**config.mk**
```make
export PLATFORM = sky130hd
export DESIGN_NAME = uart_rx_core_flat
export DESIGN_NICKNAME = d
export VERILOG_FILES = /design/src/rtl/uart_rx_pkg.sv /design/src/rtl/uart_rx_if.sv /design/src/rtl/uart_rx_mux_7.sv /design/src/rtl/uart_rx_sync.sv /design/src/rtl/uart_rx_core.sv /design/src/flat_wrapper.sv
export SDC_FILE = /design/constraint.sdc
export NUM_CORES = 1
export LEC_CHECK = 0
export BUFFER_PORTS_ARGS = -buffer_cell sky130_fd_sc_hd__buf_2
export CAP_MARGIN = 20
export CORE_AREA = 2 2 90 92
export DETAILED_ROUTE_END_ITERATION = 16
export DIE_AREA = 0 0 92 94
export GPL_TIMING_DRIVEN = 0
export PLACE_DENSITY_LB_ADDON = 0.08
export SLEW_MARGIN = 20
export SYNTH_ARGS = -nofsm -noshare
export SYNTH_HDL_FRONTEND = slang
export SYNTH_HIERARCHICAL = 1
export SYNTH_SLANG_ARGS = --single-unit
```
**constraint.sdc**
```tcl
create_clock -name clk -period 4.2 [get_ports clk]
set_clock_uncertainty 0.1 [all_clocks]
set_input_delay 0 -clock clk [delete_from_list [all_inputs] [get_ports clk]]
set_output_delay 0 -clock clk [all_outputs]
set_load 0.01 [all_outputs]
```
**src/rtl/uart_rx_pkg.sv**
```systemverilog
// UART 8N1 receiver: shared state encodings and width helpers.
// No ports; imported by every receiver file.
package uart_rx_pkg;

  typedef enum logic [2:0] {
    RX_IDLE  = 3'd0,
    RX_START = 3'd1,
    RX_DATA  = 3'd2,
    RX_STOP  = 3'd3,
    RX_DONE  = 3'd4
  } rx_state_t;

  localparam logic [2:0] ST_IDLE  = RX_IDLE;
  localparam logic [2:0] ST_START = RX_START;
  localparam logic [2:0] ST_DATA  = RX_DATA;
  localparam logic [2:0] ST_STOP  = RX_STOP;
  localparam logic [2:0] ST_DONE  = RX_DONE;

  // Counter width for values 0..n-1, never below one bit.
  function automatic int cnt_w(input int n);
    return (n < 2) ? 1 : $clog2(n);
  endfunction

endpackage

```
**src/rtl/uart_rx_if.sv**
```systemverilog
// Byte handshake between the receiver and its consumer.
// master: drives rx_data/rx_valid, reads rx_ready; slave: the reverse.
interface uart_rx_if #(
  parameter int DATA_BITS = 8
);
  logic [DATA_BITS-1:0] rx_data;
  logic                 rx_valid;
  logic                 rx_ready;

  modport master (
    output rx_data,
    output rx_valid,
    input  rx_ready
  );

  modport slave (
    input  rx_data,
    input  rx_valid,
    output rx_ready
  );
endinterface

```
**src/rtl/uart_rx_mux_7.sv**
```systemverilog
// Next-state selector indexed by the current state code.
// Ports: sel (state), d0..d4 (candidates per state), y (next state).
import uart_rx_pkg::*;

module uart_rx_mux_7 (
  input  logic [2:0] sel,
  input  logic [2:0] d0,
  input  logic [2:0] d1,
  input  logic [2:0] d2,
  input  logic [2:0] d3,
  input  logic [2:0] d4,
  output logic [2:0] y
);
  always_comb begin
    y = ST_IDLE;
    case (sel)
      3'd0:    y = d0;
      3'd1:    y = d1;
      3'd2:    y = d2;
      3'd3:    y = d3;
      3'd4:    y = d4;
      // Unused codes recover to IDLE.
      default: y = ST_IDLE;
    endcase
  end
endmodule

```
**src/rtl/uart_rx_sync.sv**
```systemverilog
// Two-flop synchroniser for the asynchronous rx line.
// Ports: clk, rst (async high), d (raw line), q (synchronised, resets high).
module uart_rx_sync (
  input  logic clk,
  input  logic rst,
  input  logic d,
  output logic q
);
  logic s1;

  always_ff @(posedge clk or posedge rst) begin
    if (rst) begin
      s1 <= 1'b1;
      q  <= 1'b1;
    end else begin
      s1 <= d;
      q  <= s1;
    end
  end
endmodule

```
**src/rtl/uart_rx_core.sv**
```systemverilog
// UART 8N1 receiver: sync, baud timing, LSB-first shift, byte handshake.
// Ports: clk, rst, rx, bus (rx_data/rx_valid/rx_ready), frame_err, overrun, busy.
import uart_rx_pkg::*;

module uart_rx_core #(
  parameter int CLKS_PER_BIT = 434,
  parameter int DATA_BITS    = 8
) (
  input  logic     clk,
  input  logic     rst,
  input  logic     rx,
  uart_rx_if.master bus,
  output logic     frame_err,
  output logic     overrun,
  output logic     busy
);
  localparam int BW = cnt_w(CLKS_PER_BIT);
  localparam int CW = cnt_w(DATA_BITS + 1);
  localparam logic [BW-1:0] HALF = BW'(CLKS_PER_BIT / 2 - 1);
  localparam logic [BW-1:0] FULL = BW'(CLKS_PER_BIT - 1);
  localparam logic [CW-1:0] LAST = CW'(DATA_BITS - 1);

  logic                 rx_s;
  logic [2:0]           state;
  logic [2:0]           state_nx;
  logic [BW-1:0]        baud_cnt;
  logic [CW-1:0]        bit_cnt;
  logic [DATA_BITS-1:0] shreg;
  logic [DATA_BITS:0]   shcat;
  logic [2:0]           nx_idle;
  logic [2:0]           nx_start;
  logic [2:0]           nx_data;
  logic [2:0]           nx_stop;
  logic                 at_half;
  logic                 at_full;
  logic                 accept;

  uart_rx_sync u_sync (
    .clk (clk),
    .rst (rst),
    .d   (rx),
    .q   (rx_s)
  );

  assign at_half = (baud_cnt == HALF);
  assign at_full = (baud_cnt == FULL);
  assign accept  = bus.rx_valid & bus.rx_ready;
  assign busy    = (state != ST_IDLE);
  // New bit enters at the MSB; after DATA_BITS shifts bit 0 is the first one sent.
  assign shcat   = {rx_s, shreg};

  assign nx_idle  = rx_s ? ST_IDLE : ST_START;
  assign nx_start = !at_half ? ST_START :
                    rx_s     ? ST_IDLE  : ST_DATA;
  assign nx_data  = (at_full && bit_cnt == LAST) ? ST_STOP : ST_DATA;
  assign nx_stop  = !at_full ? ST_STOP :
                    rx_s     ? ST_DONE : ST_IDLE;

  uart_rx_mux_7 u_mux (
    .sel (state),
    .d0  (nx_idle),
    .d1  (nx_start),
    .d2  (nx_data),
    .d3  (nx_stop),
    .d4  (ST_IDLE),
    .y   (state_nx)
  );

  always_ff @(posedge clk or posedge rst) begin
    if (rst) begin
      state    <= ST_IDLE;
      baud_cnt <= '0;
      bit_cnt  <= '0;
      shreg    <= '0;
    end else begin
      state    <= state_nx;
      baud_cnt <= (state_nx != state) ? '0 : baud_cnt + 1'b1;
      if (state == ST_START && at_half) begin
        bit_cnt <= '0;
      end
      if (state == ST_DATA && at_full) begin
        shreg   <= shcat[DATA_BITS:1];
        bit_cnt <= bit_cnt + 1'b1;
      end
    end
  end

  always_ff @(posedge clk or posedge rst) begin
    if (rst) begin
      bus.rx_data  <= '0;
      bus.rx_valid <= 1'b0;
      frame_err    <= 1'b0;
      overrun      <= 1'b0;
    end else begin
      if (accept) begin
        bus.rx_valid <= 1'b0;
      end
      if (state == ST_STOP && at_full && !rx_s) begin
        frame_err <= 1'b1;
      end
      if (state == ST_DONE) begin
        // A same-cycle accept frees the slot for the new byte.
        if (!bus.rx_valid || accept) begin
          bus.rx_data  <= shreg;
          bus.rx_valid <= 1'b1;
          frame_err    <= 1'b0;
        end else begin
          overrun <= 1'b1;
        end
      end
    end
  end
endmodule

```
**src/flat_wrapper.sv**
```systemverilog
// flat-port wrapper written by rule: the top's interface ports become plain ports
module uart_rx_core_flat 
#(
  parameter int CLKS_PER_BIT = 434,
  parameter int DATA_BITS    = 8
)
  (clk, rst, rx, frame_err, overrun, busy, bus_rx_data, bus_rx_valid, bus_rx_ready);
  uart_rx_if #(.DATA_BITS(DATA_BITS)) bus_i ();
  input  logic clk;
  input  logic rst;
  input  logic rx;
  output logic frame_err;
  output logic overrun;
  output logic busy;
  output wire logic [$bits(bus_i.rx_data)-1:0] bus_rx_data;
  output wire logic [$bits(bus_i.rx_valid)-1:0] bus_rx_valid;
  input wire logic [$bits(bus_i.rx_ready)-1:0] bus_rx_ready;
  assign bus_rx_data = bus_i.rx_data;
  assign bus_rx_valid = bus_i.rx_valid;
  assign bus_i.rx_ready = bus_rx_ready;
  uart_rx_core #(.CLKS_PER_BIT(CLKS_PER_BIT), .DATA_BITS(DATA_BITS)) u_core (.clk(clk), .rst(rst), .rx(rx), .bus(bus_i), .frame_err(frame_err), .overrun(overrun), .busy(busy));
endmodule
```
# Word level (Yosys, flattened, before mapping)
# Index checks and enable logic that the tools add are counted.
[totals]
in_bits = 4
wordCells = 51
reg_bits = 37
[classes]
n_mux = 16
n_bitwise = 2
eq_ne = 8
n_reduce_logical = 13
n_addsub = 2
[ops]
columns = ["cell", "count"]
rows = [
  ["$pmux W3 S4", 1],
  ["$add A9 B1 Y9 const B", 1],
  ["$eq A9 B8 Y1 const B", 1],
  ["$eq A9 B9 Y1 const B", 1],
  ["$mux W3", 3],
  ["$mux W9", 1],
  ["$mux W1", 8],
  ["$mux W4", 2],
  ["$eq A3 B2 Y1 const B", 2],
  ["$logic_and A1 B1 Y1", 5],
  ["$add A4 B1 Y4 const B", 1],
  ["$eq A4 B3 Y1 const B", 1],
  ["$reduce_and A2 Y1", 2],
  ["$eq A3 B1 Y1 const B", 1],
  ["$eq A3 B3 Y1 const B", 1],
  ["$logic_not A3 Y1", 1],
  ["$ne A3 B3 Y1", 1],
  ["$reduce_bool A3 Y1", 1],
  ["$logic_not A1 Y1", 2],
  ["$mux W2", 1],
  ["$reduce_bool A2 Y1", 1],
  ["$and A1 B1 Y1", 1],
  ["$logic_or A1 B1 Y1", 1],
  ["$not A1 Y1", 1],
]

# Depth between registers and ports, before layout
[logic_depth]
word_depth = 6
ltp_mapped = 10
depth_no_buf = 10

# By module
# Netlist, hierarchy kept.
[modules_own_cells]
columns = ["module", "n_inst", "cells_per_inst", "seq_area_each_um2", "area_per_inst_um2"]
rows = [
  ["uart_rx_core", 1, 135, 875.8, 1651.6],
  ["uart_rx_mux_7", 1, 19, 0.0, 151.4],
  ["uart_rx_sync", 1, 3, 52.6, 56.3],
]

# Worst setup path after synthesis
# Ideal clock, no wire load.
[synth_path]
path_type = "flip-flop to flip-flop"
start = "reg u_core.baud_cnt[2]"
end = "reg u_core.baud_cnt[6]"
required_time_ns = 4.019
n_path_buf = 1
setup_time_ns = 0.081
period_less_slack_ns = 2.197
path_slack_ns = 2.003
arrival_ns = 2.015
stages_incl_launch_ff = 11
path_cell_list = "dfrtp_1 > buf_6 > nor4bb_1 > nand4bb_1 > nor3_1 > mux2_4 > a21oi_1 > o22ai_1 > xnor2_1 > nand3_1 > a21oi_1"
[synth_via]
word_cells_on_any_way = 10
classes_between = "add/sub: 1; eq/ne: 3; mux: 5; reduce/logical: 1"
[synth_lines]
columns = ["item", "line", "source"]
rows = [
  ["start: declaration", "uart_rx_core.sv:26", "logic [BW-1:0] baud_cnt;"],
  ["start signal: assignment", "uart_rx_core.sv:77", "baud_cnt <= (state_nx != state) ? '0 : baud_cnt + 1'b1;"],
  ["$eq A9 B9 Y1", "uart_rx_core.sv:46", "assign at_full = (baud_cnt == FULL);"],
  ["$mux W3", "uart_rx_core.sv:56", "assign nx_stop = !at_full ? ST_STOP :"],
  ["net u_core.nx_stop[0]", "uart_rx_core.sv:33", "logic [2:0] nx_stop;"],
  ["$pmux W3 S4", "uart_rx_mux_7.sv:16", "case (sel)"],
  ["net u_core.state_nx[0]", "uart_rx_core.sv:25", "logic [2:0] state_nx;"],
  ["$ne A3 B3 Y1", "uart_rx_core.sv:77", ""],
  ["$mux W9", "uart_rx_core.sv:77", ""],
]
# The timed path passes the listed nets, and every way through them passes these cells.
# A chain may end at the register's enable or synchronous reset.

# Worst setup path after layout
# Same ends and word-level chain as after synthesis.

==> results.cfg <==
[run_status]
status = completed

[synthesis]
ys_async_sr_fraction_pct = 100
yosys.cell_count.top_type = dfrtp_1
synth_area_leaders = dfrtp_1 (47%), mux2_2 (6.7%), mux2_4 (5.7%), dfstp_2 (2.8%), xnor2_1 (2.8%)
ys.flop_type = dfrtp_1
ys_types = 41
synth.top_cell.area_share_pct = 47.1
synth_top_cells_by_count = dfrtp_1 (35), nor2_1 (13), mux2_2 (11)
seq_area_frac_synth_pct = 49.9
synth-edff-count = 0
synthCells = 157
synth_seq_cells = 37
yosysWarnings = 6
synth_area_per_cell_um2 = 11.8
synth_area_um2 = 1860
synth_area_leader_cell = dfrtp_1

[run]
drv_cap = 0

[worst_setup_path]
path_max_fanout = 9
slowest_stage = dfrtp_1
arrival_ns = 2.83
worstSetupStartpointType = flip-flop
crit_path_frequent_cell = a21oi_1
critPathKind = flip-flop to flip-flop
cp-end-kind = flip-flop
critical_path.cell_chain = buf_6 > nor4bb_1 > nand4bb_1 > nor3_1 > mux2_4 > a21oi_1 > o22ai_1 > xnor2_1 > nand3_1 > a21oi_1
slowest_delay_ns = 0.37
worstPathRequired_ns = 4.30
r2r_slack_ns = 1.47

[routing]
vias_per_cell = 4.16
dr.pass1.iters = 4
wl_mm = 3.54
routedWlPerCell_um = 12.1
antenna_left = 0
drtIter0Drc = 46
drc = 0
via_count = 1214

[global_routing]
grt.overflow.total = 0
grt_pass1_wl_mm = 6.14
grt_pass1_vias = 1239
antenna_found_initial = 0
grt_use_total_pct = 9.02
grt_max_degree = 27

[clock_tree]
cts-htree-levels = 2
clk_pin_slew_ns = 0.07
cts_buffers = 5
cts_root_buf = clkbuf_8
clockBufferDepth = 2
clock-sinks = 37
cts_tree = yes
post-cts-setup-buffers = 0
clock_latency_ns = 0.29

[power_and_ir_drop]
power.total_w = 0.00106
p_leak_nw = 1.04
ir_drop_mv = 0.131
p_per_area_nw_per_um2 = 470

[floorplanning]
row_count = 32
die-area_um2 = 8650
boundaryPins = 16
fp.dieH_um = 94
start_util_pct = 24.4
die_w_um = 92
fp.coreArea_um2 = 7610

[finish]
nets = 197
fill_cells = 808
antenna_cells = 0
syn_to_final_growth_pct = 21.3
drive_gt1_share_pct = 29.5

[timing]
report.final.slew_viol_count = 0
fmax_mhz = 366
rsz0062_at_grt = no
final_hold_viol_count = 0
fin_crit_sh_pct = 65.0
min_period_ns = 2.73
setup_viol = 0
finalWorstSetupSlack_ns = 1.47
tns_ns = 0
hold-worst-slack_ns = 0.0973

[place]
dp_hpwl_mm = 2.55
placement.setup.worst_slack_ns = 1.45
place_congestion = 0.692
io_buffer_count = 15

[worst_hold_path]
hold_class = input pin to asynchronous set/reset pin
==> kinds of logic (layout without fill, tap and decap cells) <==
| kind of cell | count (synthesis) | after routing | share of synthesized area [%] |
|---|---|---|---|
| and+or+nand+nor | 54 | 54 | 18.4 |
| muxes | 18 | 18 | 12.3 |
| other | 2 | 8 | 0.404 |
| DFF | 37 | 37 | 49.9 |
| xor gates and xnor gates | 10 | 10 | 4.71 |
| adders and majority gates | 4 | 4 | 2.69 |
| buffers and inverters | 12 | 39 | 3.70 |
| AOI/OAI and AO/OA | 20 | 20 | 7.87 |
==> where the power goes <==
| group | switching (W) | leakage [nW] | internal [W] | total [W] |
|---|---|---|---|---|
| logic | 0.000174 | 0.480 | 0.000137 | 0.000311 |
| registers | 0.0000369 | 0.502 | 0.000386 | 0.000423 |
| clock network | 0.000131 | 0.0574 | 0.000193 | 0.000324 |
==> registers in the layout, summed over array words and instances (netlist names) <==
register / count
u_core/baud_cnt: 9
u_core/bit_cnt: 4
u_core/u_sync/s1: 1
u_core/bus.rx_data: 8
u_core/shreg: 8
u_core/frame_err: 1
u_core/overrun: 1
u_core/state: 3
u_core/bus.rx_valid: 1
u_core/u_sync/q: 1
==> metal layers <==
layer | up-vias | global-route usage [%] | part of all wire, %
li1 | 608 | - | -
met1 | 587 | 11.6 | 49
met2 | 17 | 14.3 | 46
met3 | 2 | 2.81 | 3.8
met4 | 0 | 3.23 | 0.65
met5 | - | 0 | 0
==> repair_timing <==
action,4_1_cts,5_1_grt
hold endpoints to repair,40,0
setup endpoints to repair,0,0
gates resized for setup,0,0
hold buffers,3,0
==> path summary, 6_finish.rpt <==
path,cells past startpoint,from,to
worst max register to register,10,u_core/baud_cnt[2],u_core/baud_cnt[6]
min in group clk,2,rx,u_core/u_sync/s1
worst min-delay path,3,rst,u_core/baud_cnt[7]
worst max-delay path,10,u_core/baud_cnt[2],u_core/baud_cnt[6]
worst min register to register,0,u_core/u_sync/s1,u_core/u_sync/q
max in group asynchronous,4,rst,u_core/bus.rx_data[5]
==> placed cells by master (no fill, tap or decap), types with 2 or more instances in the layout <==
cell type	n
a21oi_1	5
nor3b_1	4
o21ai_0	2
nor4bb_1	2
nand2b_1	3
and4bb_2	2
conb_1	8
dfrtp_1	35
xnor2_1	6
ha_1	4
nor2b_1	2
nand2_1	9
buf_6	3
dlygate4sd3_1	3
or3_1	2
mux2_2	11
mux2_4	7
nor2_1	13
buf_2	16
nor3_1	3
a22oi_1	3
nand4b_1	2
dfstp_2	2
a21o_1	2
o22ai_1	3
nand3_1	4
xor2_1	4
inv_1	6
clkbuf_8	6
==> layout make-up <==
type,count,area (um2),share of cell area [%]
plain buffers,5,42.5,1.89
well taps,102,128,5.66
clock buffers,6,82.6,3.66
inverters,7,26.3,1.17
repair buffers,19,125,5.55
clock inverters,2,37.5,1.66
flip-flops and latches,37,928,41.2
multi-input cells,114,885,39.2
==> worst max-delay path, delay by kind of cell, from the launching register on <==
family	cells	cell delay (ns)
DFF	1	0.37
AOI/OAI and AO/OA	3	0.54
muxes	1	0.17
buffers and inverters	1	0.13
xor gates and xnor gates	1	0.15
and+or+nand+nor	4	1.18
==> through the flow <==
stage          area (um2)  std cells  util [%]
5_1_grt              2250        292      29.6
2_1_floorplan        1880        163         -
4_1_cts              2250        292      29.6
3_3_place_gp         2080        280      27.4
3_5_place_dp         2100        281      27.7
6_report             2250        292      29.6
Note: power is estimated with default switching activity, not from simulation.
